==> src/rtl/pipeline_pkg.sv <==
// Shared types and helpers for the elastic shift-register pipeline.
package pipeline_pkg;

    localparam int unsigned DEF_DATA_WIDTH = 32;

    typedef logic [DEF_DATA_WIDTH-1:0] lane_t;

    // Width needed to hold the values 0..n inclusive.
    function automatic int unsigned clog2p1(input int unsigned n);
        if (n == 0) begin
            return 1;
        end
        return $clog2(n + 1);
    endfunction

endpackage

==> src/rtl/pipeline_stage.sv <==
// One valid+data slot of the elastic pipeline; data only loads on a valid arrival.
module pipeline_stage #(
    parameter int unsigned WIDTH = 32
) (
    input  logic             clk,
    input  logic             rst_n,
    input  logic             flush,
    input  logic             adv,
    input  logic             in_v,
    input  logic [WIDTH-1:0] in_d,
    output logic             v,
    output logic [WIDTH-1:0] d
);

    logic             v_q;
    logic             v_d;
    logic [WIDTH-1:0] d_q;
    logic [WIDTH-1:0] d_d;

    // Flush clears the valid and leaves data untouched; otherwise move only when advancing.
    always_comb begin
        v_d = v_q;
        d_d = d_q;
        if (flush) begin
            v_d = 1'b0;
        end else if (adv) begin
            v_d = in_v;
            if (in_v) begin
                d_d = in_d;
            end
        end
    end

    always_ff @(posedge clk or negedge rst_n) begin
        if (!rst_n) begin
            v_q <= 1'b0;
            d_q <= '0;
        end else begin
            v_q <= v_d;
            d_q <= d_d;
        end
    end

    assign v = v_q;
    assign d = d_q;

endmodule

==> src/rtl/pipeline_shift_elastic.sv <==
// Fixed-latency multi-lane delay line with valid/ready backpressure, bubble collapse and flush.
module pipeline_shift_elastic
    import pipeline_pkg::*;
#(
    parameter int unsigned DATA_WIDTH = 32,
    parameter int unsigned NUM_CH     = 1,
    parameter int unsigned PIPELINE_N = 2,
    localparam int unsigned CNT_W     = clog2p1(PIPELINE_N)
) (
    input  logic                         clk,
    input  logic                         rst_n,
    input  logic                         flush,
    input  logic                         in_valid,
    output logic                         in_ready,
    input  logic [NUM_CH*DATA_WIDTH-1:0] in_data,
    output logic                         out_valid,
    input  logic                         out_ready,
    output logic [NUM_CH*DATA_WIDTH-1:0] out_data,
    output logic [CNT_W-1:0]             count
);

    localparam int unsigned BUS_W = NUM_CH * DATA_WIDTH;

    if (PIPELINE_N < 1) begin : g_bad_depth
        $error("pipeline_shift_elastic: PIPELINE_N must be >= 1");
    end

    logic [PIPELINE_N-1:0] valid_q;
    logic [PIPELINE_N-1:0] adv_c;
    logic [PIPELINE_N-1:0] stage_in_v_c;
    logic [BUS_W-1:0]      data_q       [PIPELINE_N];
    logic [BUS_W-1:0]      stage_in_d_c [PIPELINE_N];
    logic                  accept_c;
    logic                  xfer_c;
    logic [CNT_W-1:0]      count_q;
    logic [CNT_W-1:0]      count_d;

    // A stage may advance when some stage at or after it is empty, or the output drains.
    always_comb begin
        logic all_full;
        all_full = 1'b1;
        adv_c    = '0;
        for (int i = int'(PIPELINE_N) - 1; i >= 0; i--) begin
            all_full = all_full & valid_q[i];
            adv_c[i] = ~all_full | out_ready;
        end
    end

    assign in_ready  = rst_n & adv_c[0] & ~flush;
    assign accept_c  = in_valid & in_ready;
    assign xfer_c    = valid_q[PIPELINE_N-1] & out_ready;
    assign out_valid = valid_q[PIPELINE_N-1];
    assign out_data  = data_q[PIPELINE_N-1];
    assign count     = count_q;

    for (genvar i = 0; i < int'(PIPELINE_N); i++) begin : g_stage
        if (i == 0) begin : g_head
            assign stage_in_v_c[i] = accept_c;
            assign stage_in_d_c[i] = in_data;
        end else begin : g_body
            assign stage_in_v_c[i] = valid_q[i-1];
            assign stage_in_d_c[i] = data_q[i-1];
        end

        pipeline_stage #(
            .WIDTH (BUS_W)
        ) u_stage (
            .clk   (clk),
            .rst_n (rst_n),
            .flush (flush),
            .adv   (adv_c[i]),
            .in_v  (stage_in_v_c[i]),
            .in_d  (stage_in_d_c[i]),
            .v     (valid_q[i]),
            .d     (data_q[i])
        );
    end

    // Occupancy tracks popcount(valid_q) incrementally.
    always_comb begin
        count_d = count_q;
        if (flush) begin
            count_d = '0;
        end else begin
            unique case ({accept_c, xfer_c})
                2'b10:   count_d = count_q + CNT_W'(1);
                2'b01:   count_d = count_q - CNT_W'(1);
                default: count_d = count_q;
            endcase
        end
    end

    always_ff @(posedge clk or negedge rst_n) begin
        if (!rst_n) begin
            count_q <= '0;
        end else begin
            count_q <= count_d;
        end
    end

endmodule
==> config.mk <==
export PLATFORM = sky130hd
export DESIGN_NAME = pipeline_shift_elastic
export DESIGN_NICKNAME = d
export VERILOG_FILES = /design/src/rtl/pipeline_pkg.sv /design/src/rtl/pipeline_stage.sv /design/src/rtl/pipeline_shift_elastic.sv
export SDC_FILE = /design/constraint.sdc
export NUM_CORES = 1
export LEC_CHECK = 0
export CAP_MARGIN = 5
export CORE_MARGIN = 2
export CORE_UTILIZATION = 62
export DETAILED_ROUTE_END_ITERATION = 6
export DONT_BUFFER_PORTS = 1
export PLACE_DENSITY = 0.89
export SLEW_MARGIN = 20
export SYNTH_ARGS = -nofsm -noshare
export SYNTH_HDL_FRONTEND = slang
export SYNTH_SLANG_ARGS = --single-unit
==> constraint.sdc <==
create_clock -name clk -period 2 [get_ports clk]
set_input_delay 0.3 -clock clk [delete_from_list [all_inputs] [get_ports clk]]
set_output_delay 0.3 -clock clk [all_outputs]
set_load 0.01 [all_outputs]
## Yosys cells after proc, flatten, opt, wreduce, memory -nomap -nowiden

Index checks and enable logic that the tools add are counted.

| storage, ports and cells | value |
|---|---|
| word-level logic and storage cells | 30 |
| bits of input ports | 37 |
| flip-flop bits (word level) | 68 |

| cells by class | value |
|---|---|
| equal/unequal tests | 2 |
| reduce and logical (&&, ||, !) cells | 5 |
| add/sub/neg operators | 2 |
| multiplexer cells | 6 |
| bitwise operators | 10 |

Operator list:

| cell | number |
|---|---|
| 3-bit AND reduction | 2 |
| 1-bit bitwise AND | 5 |
| 1-bit 2-to-1 mux | 4 |
| 2-bit case mux with 2 select lines | 1 |
| 2-bit nonzero test | 2 |
| 1-bit inverter | 3 |
| 3-bit nonzero test | 1 |
| 2-bit by 1-bit adder with 2-bit output, second input constant | 1 |
| 2-bit by 1-bit == test with 1-bit output, second input constant | 1 |
| 2-bit == test, second input constant | 1 |
| 2-bit 2-to-1 mux | 1 |
| 1-bit bitwise OR | 2 |
| 2-bit by 1-bit subtractor with 2-bit output, second input constant | 1 |

## Depth between registers and ports, before layout

| depth | value |
|---|---|
| word-level depth | 9 |
| mapped depth | 5 |
| mapped depth without buffers | 3 |

## Modules after synthesis

A second synthesis with hierarchy kept.

| second synthesis, totals | value |
|---|---|
| cell total of the unflattened synthesis | 162 |
| area total of the unflattened synthesis | 2916.5 µm² |

Modules (own cells, without submodules):

| module | sequential area each (µm²) | area each (µm²) | instances | cells each |
|---|---|---|---|---|
| pipeline_stage | 825.8 | 1366.3 | 2 | 71 |
| pipeline_shift_elastic | 50.0 | 183.9 | 1 | 20 |

## Least setup slack after synthesis

No wires, ideal clock.

| path | value |
|---|---|
| path kind | register to register |
| from | register g_stage[1].u_stage.v_q |
| to | register g_stage[1].u_stage.d_q[10] |
| setup time | 0.125 ns |
| data arrival time | 1.400 ns |
| clock period less this slack | 1.524 ns |
| slack | 0.476 ns |
| stages on the path, launching flop included | 5 |
| data required time | 1.875 ns |
| cell sequence | dfrtp_1 nor2b_2 nor3b_4 buf_6 mux2_2 |

| on the way | value |
|---|---|
| longest elaborated chain between the ends | 3 |

Ends and longest elaborated chain:

| what | RTL line | source |
|---|---|---|
| start, declared | pipeline_stage.sv:15 | `logic v_q;` |
| start signal, assigned | pipeline_stage.sv:39 | `v_q <= v_d;` |
| 1-bit inverter | pipeline_shift_elastic.sv:45 | `adv_c[i] = ~all_full \| out_ready;` |
| 1-bit bitwise OR | pipeline_shift_elastic.sv:45 |  |
| 3-bit AND reduction (no source line) | n/a |  |
| end signal, assigned | pipeline_stage.sv:37 | `d_q <= '0;` |
| end signal, assigned | pipeline_stage.sv:40 | `d_q <= d_d;` |
| end, declared | pipeline_stage.sv:17 | `logic [WIDTH-1:0] d_q;` |

Every way passes these cells.
A chain may end at the register's enable or synchronous reset.

## Final worst setup path

| path | value |
|---|---|
| from | register g_stage[1].u_stage.v_q |
| to | register g_stage[0].u_stage.d_q[3] |

| on the way | value |
|---|---|
| longest elaborated chain between the ends | 7 |

Ends and longest elaborated chain:

| what | RTL line | source |
|---|---|---|
| 1-bit bitwise AND * | pipeline_shift_elastic.sv:44 | `all_full = all_full & valid_q[i];` |
| 1-bit inverter * | pipeline_shift_elastic.sv:45 |  |
| 1-bit bitwise OR * | pipeline_shift_elastic.sv:45 |  |
| 1-bit bitwise AND (2 in a row) | pipeline_shift_elastic.sv:49 | `assign in_ready = rst_n & adv_c[0] & ~flush;` |
| 1-bit bitwise AND | pipeline_shift_elastic.sv:50 | `assign accept_c = in_valid & in_ready;` |
| 3-bit AND reduction (no source line) * | n/a |  |
| end signal, assigned | pipeline_stage.sv:37 |  |
| end signal, assigned | pipeline_stage.sv:40 |  |
| end, declared | pipeline_stage.sv:17 |  |

Mark *: on every way between the ends. The rest lies on a longest branch, timed or not.

==> flow_summary.yaml <==
grt:
  grt_max_degree: 69
  grt_pass1_wl_um: 7440
  grt_pass1_vias: 1494
  antenna_found_initial: 0
  grt_overflow: 0
  track_usage: 0.190
sta:
  drv_slew: 0
  setup_viol: 0
  slew_headroom: 0.788
  fin_setup_tns_ns: 0
  fin_crit_ns: 1.72
  hold_viol_final: 0
  tightest_slew_ns: 0.318
  rsz0062_at_grt: "false"
  clock.fmax_ghz: 0.581
  period_share: 0.860
  holdWs_ns: 0.0343
  finalWorstSetupSlack_ns: 0.280
  clock_skew_ns: 0.00449
die:
  die_h_um: 73.8
  ios: 73
  initial_core_util: 0.639
  coreArea_um2: 4720
  std_cell_rows: 25
  dieArea_um2: 5440
  dieWidth_um: 73.8
synthesis:
  syn_area_per_cell_um2: 15.7
  synth_top_area_frac: 0.564
  ys_types: 20
  synthMuxAreaShare: 0.279
  synth_adder_area_share: 0
  yosys_register_bits: 68
  yosysMostFrequentCell: "dfrtp_1"
  syn-num-nets: 229
  synth-main-ff-cell: "dfrtp_1"
  syn_area_um2: 3020
  synth.largest_area_cell: "dfrtp_1"
  ys_warn_count: 0
  synth_top_family_by_area: "multiplexers"
  synthSimpleGateAreaFrac: 0.0386
  synth_async_sr_flop_share: 1.00
  synthTopCellsByCount: "68 x dfrtp_1, 36 x mux2_2, 32 x buf_4"
  synth-edff-count: 0
  yosysSeqAreaShare: 0.564
  synthXorXnorAreaFrac: 0
  syn_inst: 192
  synth_area_leaders: "dfrtp_1 56%, mux2_4 14%, mux2_2 13%, buf_4 8.0%, buf_6 2.6%"
  synth_compound_area_frac: 0.0133
worst_setup_path:
  cp_max_fo: 23
  start_kind: "flop"
  crit_path_end_kind: "flop"
  cp_top_family: "simple AND/OR/NAND/NOR gates"
  crit_chain: "nand3b_1, nand2_4, buf_12, mux2_2"
  crit_required_ns: 2.21
  crit_type: "reg -> reg"
  arrival_ns: 1.93
  slowest_delay_ns: 0.47
  timing.critical_path.buf_inv: 1
  ff2ff_setup_slack_ns: 0.28
  cpMaxStageDelayCell: "dfrtp_1"
finish:
  fillers: 341
  fin_cells: 240
  diodes: 0
  layout-drive-gt1-share: 0.486
  syn2layout_area_growth_pct: 1.20
  nNetsFinal: 206
route:
  drc: 0
  firstDrtPassIters: 4
  wirelength_um: 4700
  wl_per_cell_um: 19.6
  avgViaCountPerCell: 5.58
  drtAntennaViolNets: 0
  vias: 1339
  initialDrtViolationCount: 69
clocking:
  root_buffer: "clkbuf_8"
  clk_pin_slew_worst_paths_ns: 0.06
  post_cts_buffers: 0
  clock-sinks: 68
  cts_tree: "built"
  clock_path_buffers: 2
  cts_made_buffers: 9
  insertion_delay_ns: 0.32
  htree_num_levels: 3
place:
  post-place-ws_ns: 0.294
  place.gp.congestion: 0.658
  dp_cells: 223
  portBuffers: 0
  dpl.hpwl_um: 3160
min_path:
  hold_class: "in -> reg"
pwr:
  power.leakage_uw: 0.00142
  vdd_drop_max_v: 0.000553
  power.density_nw_per_um2: 1220
  p_total_uw: 3720
status:
  status: "completed"
run:
  drv_cap: 0
## final timing paths
kind / start / to / cells after the start
max in group asynchronous: rst_n / g_stage[0].u_stage.d[4] / 2
worst min-delay path: flush / g_stage[1].u_stage.v / 1
worst max-delay path: g_stage[1].u_stage.v / g_stage[0].u_stage.d[3] / 4
worst min register to register: g_stage[0].u_stage.d[18] / g_stage[0].u_stage.d[18] / 1
worst max register to register: g_stage[1].u_stage.v / g_stage[0].u_stage.d[3] / 4
min in group asynchronous: rst_n / g_stage[1].u_stage.d[20] / 2
## final cells by class
cell class	instances	area (um2)	share of cell area
Clock buffer	13	139	0.0455
Tap cell	67	83.8	0.0274
Multi-Input combinational cell	85	997	0.327
Sequential cell	68	1700	0.557
Clock inverter	2	60.1	0.0197
Timing Repair Buffer	5	72.6	0.0238
## power breakdown
| group | internal, uW | switching, uW | leakage (uW) | total (uW) |
|---|---|---|---|---|
| clock network | 698 | 456 | 0.0000977 | 1150 |
| registers | 1730 | 340 | 0.000822 | 2070 |
| logic | 346 | 143 | 0.000503 | 489 |
| total | 2780 | 940 | 0.00142 | 3720 |
## through the flow
step	area (um2)	utilization
after global routing	3050	0.647
final	3050	0.647
after detailed placement	2820	0.597
after global placement	2820	0.597
after CTS	3050	0.647
after floorplan	3020	-
## cell families after synthesis
family                 count (synthesis)
AO/OA/AOI/OAI                          6
buffers and inverters                 39
flip-flops                            68
multiplexers                          65
AND/OR/NAND/NOR                       14
## registers in the layout, summed over array words and instances, names as in the netlist
register           cells
g_stage.u_stage.d     64
count                  2
g_stage.u_stage.v      2
## metal layers
metal / wire [um] / up-vias / track usage / share of wire
met5: 0 / - / 0 / 0
met4: 106 / 0 / 0.119 / 0.023
met3: 366 / 14 / 0.0658 / 0.078
met2: 2340 / 55 / 0.291 / 0.50
met1: 1880 / 686 / 0.228 / 0.40
li1: - / 584 / - / -
## repair_timing
item,CTS,global route
hold buffers,2,0
gates resized for setup,0,0
endpoints found under the hold margin,68,0
## placed cells by master, fill, tap and decap left out, drive strengths merged, types with 2 or more instances in the layout
cell / n
nor2b: 2
nor2: 3
dfrtp: 68
clkbuf: 13
and3b: 3
nor3b: 2
o21ai: 2
nand3b: 2
bufinv: 2
buf: 4
mux2: 65
Note: power is estimated with default switching activity, not from simulation.
